File: config.mk
export PLATFORM = sky130hd
export DESIGN_NAME = uart_tx_arbiter
export DESIGN_NICKNAME = d
export VERILOG_FILES = /design/src/rtl/uart_tx_arbiter.sv
export SDC_FILE = /design/constraint.sdc
export NUM_CORES = 1
export LEC_CHECK = 0
export ABC_AREA = 1
export BUFFER_PORTS_ARGS = -buffer_cell sky130_fd_sc_hd__buf_2
export CAP_MARGIN = 20
export CORE_MARGIN = 5
export CORE_UTILIZATION = 37
export CTS_CLUSTER_SIZE = 30
export DETAILED_ROUTE_END_ITERATION = 6
export GPL_TIMING_DRIVEN = 0
export PLACE_DENSITY = 0.83
export SYNTH_ARGS = -nofsm -noshare
export SYNTH_HDL_FRONTEND = slang
export SYNTH_SLANG_ARGS = --single-unit
File: constraint.sdc
create_clock -name clk_i -period 2.5 [get_ports clk_i]
set_clock_uncertainty 0.1 [all_clocks]
set_input_delay 0.5 -clock clk_i [delete_from_list [all_inputs] [get_ports clk_i]]
set_output_delay 0.5 -clock clk_i [all_outputs]
set_load 0.005 [all_outputs]
File: src/rtl/uart_tx_arbiter.sv
`default_nettype none
// ============================================================================
//  Module   : uart_tx_arbiter
//  Purpose  : Shares one UART transmit path between NumReq byte-stream
//             requesters. Writes the baud select once after reset, then
//             grants the path round-robin per packet. Each accepted byte is
//             written to the UART data register in the same cycle. A credit
//             counter mirrors the free slots in the UART TX FIFO.
//  Ports    : clk_i/rst_i          - clock, synchronous active-high reset
//             req_valid_i/_data_i/_last_i, req_ready_o - requester streams
//             tx_done_i            - UART finished one byte (returns a credit)
//             bus_wr_en_o/_addr_o/_wdata_o - UART register-bus write port
//             grant_o              - one-hot owner of the path (or zero)
//             credits_o            - free UART TX FIFO slots
//             timeout_o            - pulse on a forced lock release
//  Options  : UART_TX_ARB_TIMEOUT_EN - when defined, a grant with no
//             handshake for TimeoutCycles cycles is released.
//  Revision : 1.0 - initial release
// ============================================================================
module uart_tx_arbiter #(
    parameter int         NumReq        = 4,
    parameter int         UartDataWidth = 8,
    parameter int         BusDataWidth  = 32,
    parameter int         FifoDepth     = 16,
    parameter logic [1:0] BaudSel       = 2'b00,
    parameter int         TimeoutCycles = 1024
) (
    input  logic                            clk_i,
    input  logic                            rst_i,
    input  logic [NumReq-1:0]               req_valid_i,
    input  logic [NumReq*UartDataWidth-1:0] req_data_i,
    input  logic [NumReq-1:0]               req_last_i,
    output logic [NumReq-1:0]               req_ready_o,
    input  logic                            tx_done_i,
    output logic                            bus_wr_en_o,
    output logic [BusDataWidth-1:0]         bus_addr_o,
    output logic [BusDataWidth-1:0]         bus_wdata_o,
    output logic [NumReq-1:0]               grant_o,
    output logic [$clog2(FifoDepth+1)-1:0]  credits_o,
    output logic                            timeout_o
);

    localparam int c_IDX_W  = (NumReq > 1) ? $clog2(NumReq) : 1;
    localparam int c_CRED_W = $clog2(FifoDepth + 1);

    localparam logic [c_CRED_W-1:0]     c_CRED_MAX = c_CRED_W'(FifoDepth);
    localparam logic [c_CRED_W-1:0]     c_CRED_ONE = c_CRED_W'(1);
    localparam logic [c_IDX_W-1:0]      c_IDX_LAST = c_IDX_W'(NumReq - 1);
    localparam logic [c_IDX_W-1:0]      c_IDX_ONE  = c_IDX_W'(1);
    localparam logic [BusDataWidth-1:0] c_ADDR_BAUD = BusDataWidth'(0);
    localparam logic [BusDataWidth-1:0] c_ADDR_DATA = BusDataWidth'(3);

    typedef enum logic [1:0] {
        S_INIT = 2'd0,
        S_IDLE = 2'd1,
        S_XFER = 2'd2
    } state_t;

    state_t                  r_state,   w_state_nxt;
    logic [NumReq-1:0]       r_grant,   w_grant_nxt;
    logic [c_IDX_W-1:0]      r_gidx,    w_gidx_nxt;
    logic [c_IDX_W-1:0]      r_rr_ptr,  w_rr_nxt;
    logic [c_CRED_W-1:0]     r_credits, w_credits_nxt;

    logic                     w_has_credit;
    logic                     w_ready_g;
    logic                     w_hs;
    logic                     w_hs_last;
    logic                     w_force_release;
    logic [c_IDX_W-1:0]       w_after_g;
    logic [c_IDX_W-1:0]       w_scan_idx;
    logic [c_IDX_W-1:0]       w_pick_idx;
    logic                     w_pick_found;
    logic [UartDataWidth-1:0] w_gdata;

    assign w_has_credit = (r_credits != '0);

    // Ready and handshake are qualified with !rst_i so that nothing is
    // accepted or written while reset is held, whatever the state was.
    assign w_ready_g   = (r_state == S_XFER) && w_has_credit && !rst_i;
    assign req_ready_o = w_ready_g ? r_grant : '0;
    assign w_hs        = w_ready_g && req_valid_i[r_gidx];
    assign w_hs_last   = w_hs && req_last_i[r_gidx];
    assign w_gdata     = req_data_i[int'(r_gidx)*UartDataWidth +: UartDataWidth];
    assign w_after_g   = (r_gidx == c_IDX_LAST) ? '0 : (r_gidx + c_IDX_ONE);

    // First valid requester at or after the round-robin pointer.
    always_comb begin
        w_pick_found = 1'b0;
        w_pick_idx   = '0;
        w_scan_idx   = '0;
        for (int i = 0; i < NumReq; i++) begin
            w_scan_idx = c_IDX_W'((int'(r_rr_ptr) + i) % NumReq);
            if (!w_pick_found && req_valid_i[w_scan_idx]) begin
                w_pick_found = 1'b1;
                w_pick_idx   = w_scan_idx;
            end
        end
    end

    // Bus write port: baud write in INIT, data write on a handshake,
    // otherwise all zero.
    always_comb begin
        bus_wr_en_o = 1'b0;
        bus_addr_o  = '0;
        bus_wdata_o = '0;
        if (!rst_i && (r_state == S_INIT)) begin
            bus_wr_en_o = 1'b1;
            bus_addr_o  = c_ADDR_BAUD;
            bus_wdata_o = BusDataWidth'(BaudSel);
        end else if (w_hs) begin
            bus_wr_en_o = 1'b1;
            bus_addr_o  = c_ADDR_DATA;
            bus_wdata_o = BusDataWidth'(w_gdata);
        end
    end

    // Credits: a handshake and a tx_done in the same cycle cancel out;
    // tx_done at a full count is dropped.
    always_comb begin
        w_credits_nxt = r_credits;
        if (w_hs && !tx_done_i) begin
            w_credits_nxt = r_credits - c_CRED_ONE;
        end else if (!w_hs && tx_done_i && (r_credits != c_CRED_MAX)) begin
            w_credits_nxt = r_credits + c_CRED_ONE;
        end
    end

    // Next-state logic.
    always_comb begin
        w_state_nxt = r_state;
        w_grant_nxt = r_grant;
        w_gidx_nxt  = r_gidx;
        w_rr_nxt    = r_rr_ptr;
        case (r_state)
            S_INIT: begin
                w_state_nxt = S_IDLE;
            end
            S_IDLE: begin
                if (w_has_credit && w_pick_found) begin
                    w_state_nxt             = S_XFER;
                    w_grant_nxt             = '0;
                    w_grant_nxt[w_pick_idx] = 1'b1;
                    w_gidx_nxt              = w_pick_idx;
                end
            end
            S_XFER: begin
                if (w_hs_last || w_force_release) begin
                    w_state_nxt = S_IDLE;
                    w_grant_nxt = '0;
                    w_rr_nxt    = w_after_g;
                end
            end
            default: begin
                w_state_nxt = S_INIT;
                w_grant_nxt = '0;
            end
        endcase
    end

    always_ff @(posedge clk_i) begin
        if (rst_i) begin
            r_state   <= S_INIT;
            r_grant   <= '0;
            r_gidx    <= '0;
            r_rr_ptr  <= '0;
            r_credits <= c_CRED_MAX;
        end else begin
            r_state   <= w_state_nxt;
            r_grant   <= w_grant_nxt;
            r_gidx    <= w_gidx_nxt;
            r_rr_ptr  <= w_rr_nxt;
            r_credits <= w_credits_nxt;
        end
    end

`ifdef UART_TX_ARB_TIMEOUT_EN
    localparam int                c_TO_W    = $clog2(TimeoutCycles + 1);
    localparam logic [c_TO_W-1:0] c_TO_LAST = c_TO_W'(TimeoutCycles - 1);
    localparam logic [c_TO_W-1:0] c_TO_ONE  = c_TO_W'(1);

    logic [c_TO_W-1:0] r_to_cnt;
    logic [c_TO_W-1:0] w_to_nxt;
    logic              r_timeout;

    // Counts XFER cycles without a handshake; the count is zero whenever a
    // new grant starts because every exit from XFER clears it.
    always_comb begin
        w_to_nxt        = '0;
        w_force_release = 1'b0;
        if ((r_state == S_XFER) && !w_hs) begin
            if (r_to_cnt == c_TO_LAST) begin
                w_force_release = 1'b1;
            end else begin
                w_to_nxt = r_to_cnt + c_TO_ONE;
            end
        end
    end

    always_ff @(posedge clk_i) begin
        if (rst_i) begin
            r_to_cnt  <= '0;
            r_timeout <= 1'b0;
        end else begin
            r_to_cnt  <= w_to_nxt;
            r_timeout <= w_force_release;
        end
    end

    assign timeout_o = r_timeout;
`else
    assign w_force_release = 1'b0;
    assign timeout_o       = 1'b0;
`endif

    assign grant_o   = r_grant;
    assign credits_o = r_credits;

endmodule
`default_nettype wire

==> impl_metrics.csv <==
group,metric,value,unit
floorplan,core_area,5042,sq um
floorplan,ios,122,
place,routabilityCongestion,0.8921,
worst_setup_path,crit-reg2reg-capture,"credits_o[4]",
synthesis,avgSynthCellArea,6.150,sq um
pwr,power_switching,0.5872,mW
grt,grt_pass1_wl,7755,microns
final_layout,final_cells,500,
cts,path_clk_slew,60,ps
worst_setup_path,worst_path_max_delay_cell,"dfxtp_1",
synthesis,netlist_area,1888,sq um
timing,rsz0062_at_grt,"no",
worst_setup_path,critPathKind,"reg -> out",
routing,drt-total-wl,5256,microns
pwr,power,1.311,mW
synthesis,netlist_instances,307,
grt,grt_max_degree,20,
timing,setup_tns,0,ps
cts,clock-root-buffer,"clkbuf_8",
worst_setup_path,startpoint,"credits_o[0]",
final_layout,diodes,0,
routing,avgRoutedWirePerCell,10.51,microns
cts,cts_tree,"done",
floorplan,die_w,81.44,microns
worst_setup_path,crit_chain,"nor2_1, nand3_1, nand2_2, inv_2, nand2_2, buf_6, a21oi_1, buf_2",
run_status,status,"finished clean",
final_layout,utilization,50.60,%
worst_setup_path,cpMostUsedCell,"nand2_2",
worst_setup_path,crit_path_max_fanout,10,
synthesis,ys_types,32,
grt,overflow,0,
grt,first_global_vias,1809,
pwr,peakVddDrop,0.3879,mV
place,placed_cells,497,
cts,clk-insertion-delay-late,250,ps
worst_setup_path,worstSetupEndpointType,"primary output",
grt,grt_usage,14.69,%
cts,clock_sinks,15,
floorplan,rows,26,
routing,drt_iter0_drc,70,
timing,fmax,0.4298,GHz
grt,antenna_found_initial,0,
timing,setup_viol,0,
floorplan,die-height,81.44,microns
pwr,p_leak,1.505,nW
run,drv_cap,0,
worst_setup_path,crit_path_end,"bus_wdata_o[0]",
routing,dr.pass1.iters,4,
cts,htreeDepth,1,
synthesis,synth_seq_cells,15,
timing,final_hold_viol_count,0,
timing,whs,378.3,ps
routing,vias,2078,
final_layout,synthToLayoutAreaGrowth,35.12,%
worst_setup_path,worst_setup_path_start_kind,"register",
pwr,pwr-share-clk,15.7,%
final_layout,drive_gt1_share,36.28,%
routing,drc,0,
timing,drv_slew,0,
pwr,switching_share,44.80,%
final_layout,final_common_cell,"buf_2",
timing,min_period,2326,ps
place,portBuffers,66,
pwr,seqPwrFrac,28.4,%
worst_setup_path,cp.required,1900,ps
routing,via_per_inst,4.156,
cts,cts_resized,0,
place,dp_hpwl,4473,microns
timing,period_share,93.06,%
worst_setup_path,critical_path_arrival,1730,ps
worst_hold_path,hold_class,"reg -> reg",
worst_setup_path,r2r-start,"credits_o[0]",
synthesis,seq_area_frac_synth,15.90,%
routing,ant_nets,0,
cts,cts_buffer_depth,2,
worst_setup_path,r2r_setup_slack,330,ps
worst_setup_path,max_stage_delay,410,ps
floorplan,dieArea,6632,sq um
cts,numCtsBuffers,3,
worst_setup_path,rr_worst_depth,14,
floorplan,initial_utilization,37.44,%
final_layout,final_cell_mix,"68 x buf_2, 56 x buf_4, 55 x conb_1",
cts,cts_setup_buffers,0,
pwr,internal_power,0.7235,mW
synthesis,synth_warnings,0,
final_layout,nNetsFinal,477,
pwr,power_density,513.8,nW/um^2
cts,holdBufCountCts,0,
pwr,combPwrFrac,56.0,%
worst min path at each step:
stage,start,to,depth (start not counted)
after CTS,grant_o[0],grant_o[0],2
after floorplan,grant_o[0],grant_o[0],2
after global placement,grant_o[1],grant_o[1],2
after global routing,grant_o[2],grant_o[2],2
after detailed placement,grant_o[0],grant_o[0],2
final,grant_o[0],grant_o[0],2
Yosys cell counts (all sizes together):
library cell | number | area share, %
nand4 | 3 | 0.99
clkbuf | 2 | 0.40
dfxtp | 15 | 16
nand3 | 19 | 6.9
nor2 | 49 | 10
nor3 | 1 | 0.53
buf | 62 | 25
a211oi | 1 | 0.40
o21bai | 1 | 0.40
o31ai | 1 | 0.40
conb | 1 | 0.20
a21oi | 23 | 6.1
o22ai | 1 | 0.33
nand3b | 1 | 0.60
xnor2 | 2 | 0.93
inv | 38 | 7.6
o21ai | 31 | 8.8
xor2 | 2 | 0.93
nand2 | 51 | 12
ha | 3 | 2.0
flip-flops by register name, indices dropped and copies added (netlist names):
name,flops
r_rr_ptr,2
grant_o,4
r_state,2
credits_o,5
r_gidx,2
cell type report:
| type | instances | area, sq um |
|---|---|---|
| timing repair buffer | 66 | 330.3 |
| multi-input combinational | 244 | 1172 |
| clock buffer | 3 | 41.29 |
| buffer | 63 | 471.7 |
| fill | 503 | 2491 |
| clock inverter | 1 | 5.005 |
| sequential | 15 | 300.3 |
| inverter | 38 | 142.6 |
| tap | 70 | 87.58 |
cells by family after synthesis:
kind of cell | synth area share (%)
other | 0.1986
flip-flops | 15.90
buffers and inverters | 32.74
AO/OA/AOI/OAI | 16.44
AND/OR/NAND/NOR | 30.88
adder cells (fa/ha/maj) | 1.988
XOR/XNOR | 1.856
layer usage:
metal / wire length (microns) / track usage (%) / vias to the layer above
met5: 0 / 0 / -
met4: 40 / 3.547 / 0
met3: 605 / 3.070 / 5
met2: 2594 / 28.18 / 88
met1: 2015 / 16.28 / 880
li1: - / - / 1105
per-stage QoR:
step | setup WS, ps | cell area (sq um)
final | 173.6 | 2551
after global routing | 48.93 | 2551
after CTS | 174.7 | 2551
after detailed placement | 207.2 | 2509
after global placement | 258.6 | 2509
after floorplan | 581.1 | 2091
worst max-delay path: cells and delay by family (launching register included):
kind | cells | cell delay [ps]
and+or+nand+nor | 4 | 450
buffers and inverters | 3 | 420
DFF | 1 | 410
AOI/OAI and AO/OA | 1 | 180
power groups by stage:
stage               logic, mW  clock network [mW]  registers, mW
finish                  0.733               0.205          0.372
global route            0.834               0.222          0.382
CTS                     0.731               0.212          0.373
detailed placement      0.725                   0          0.377
global placement        0.707                   0          0.376
floorplan               0.542                   0          0.366
Note: power is estimated with default switching activity, not from simulation.
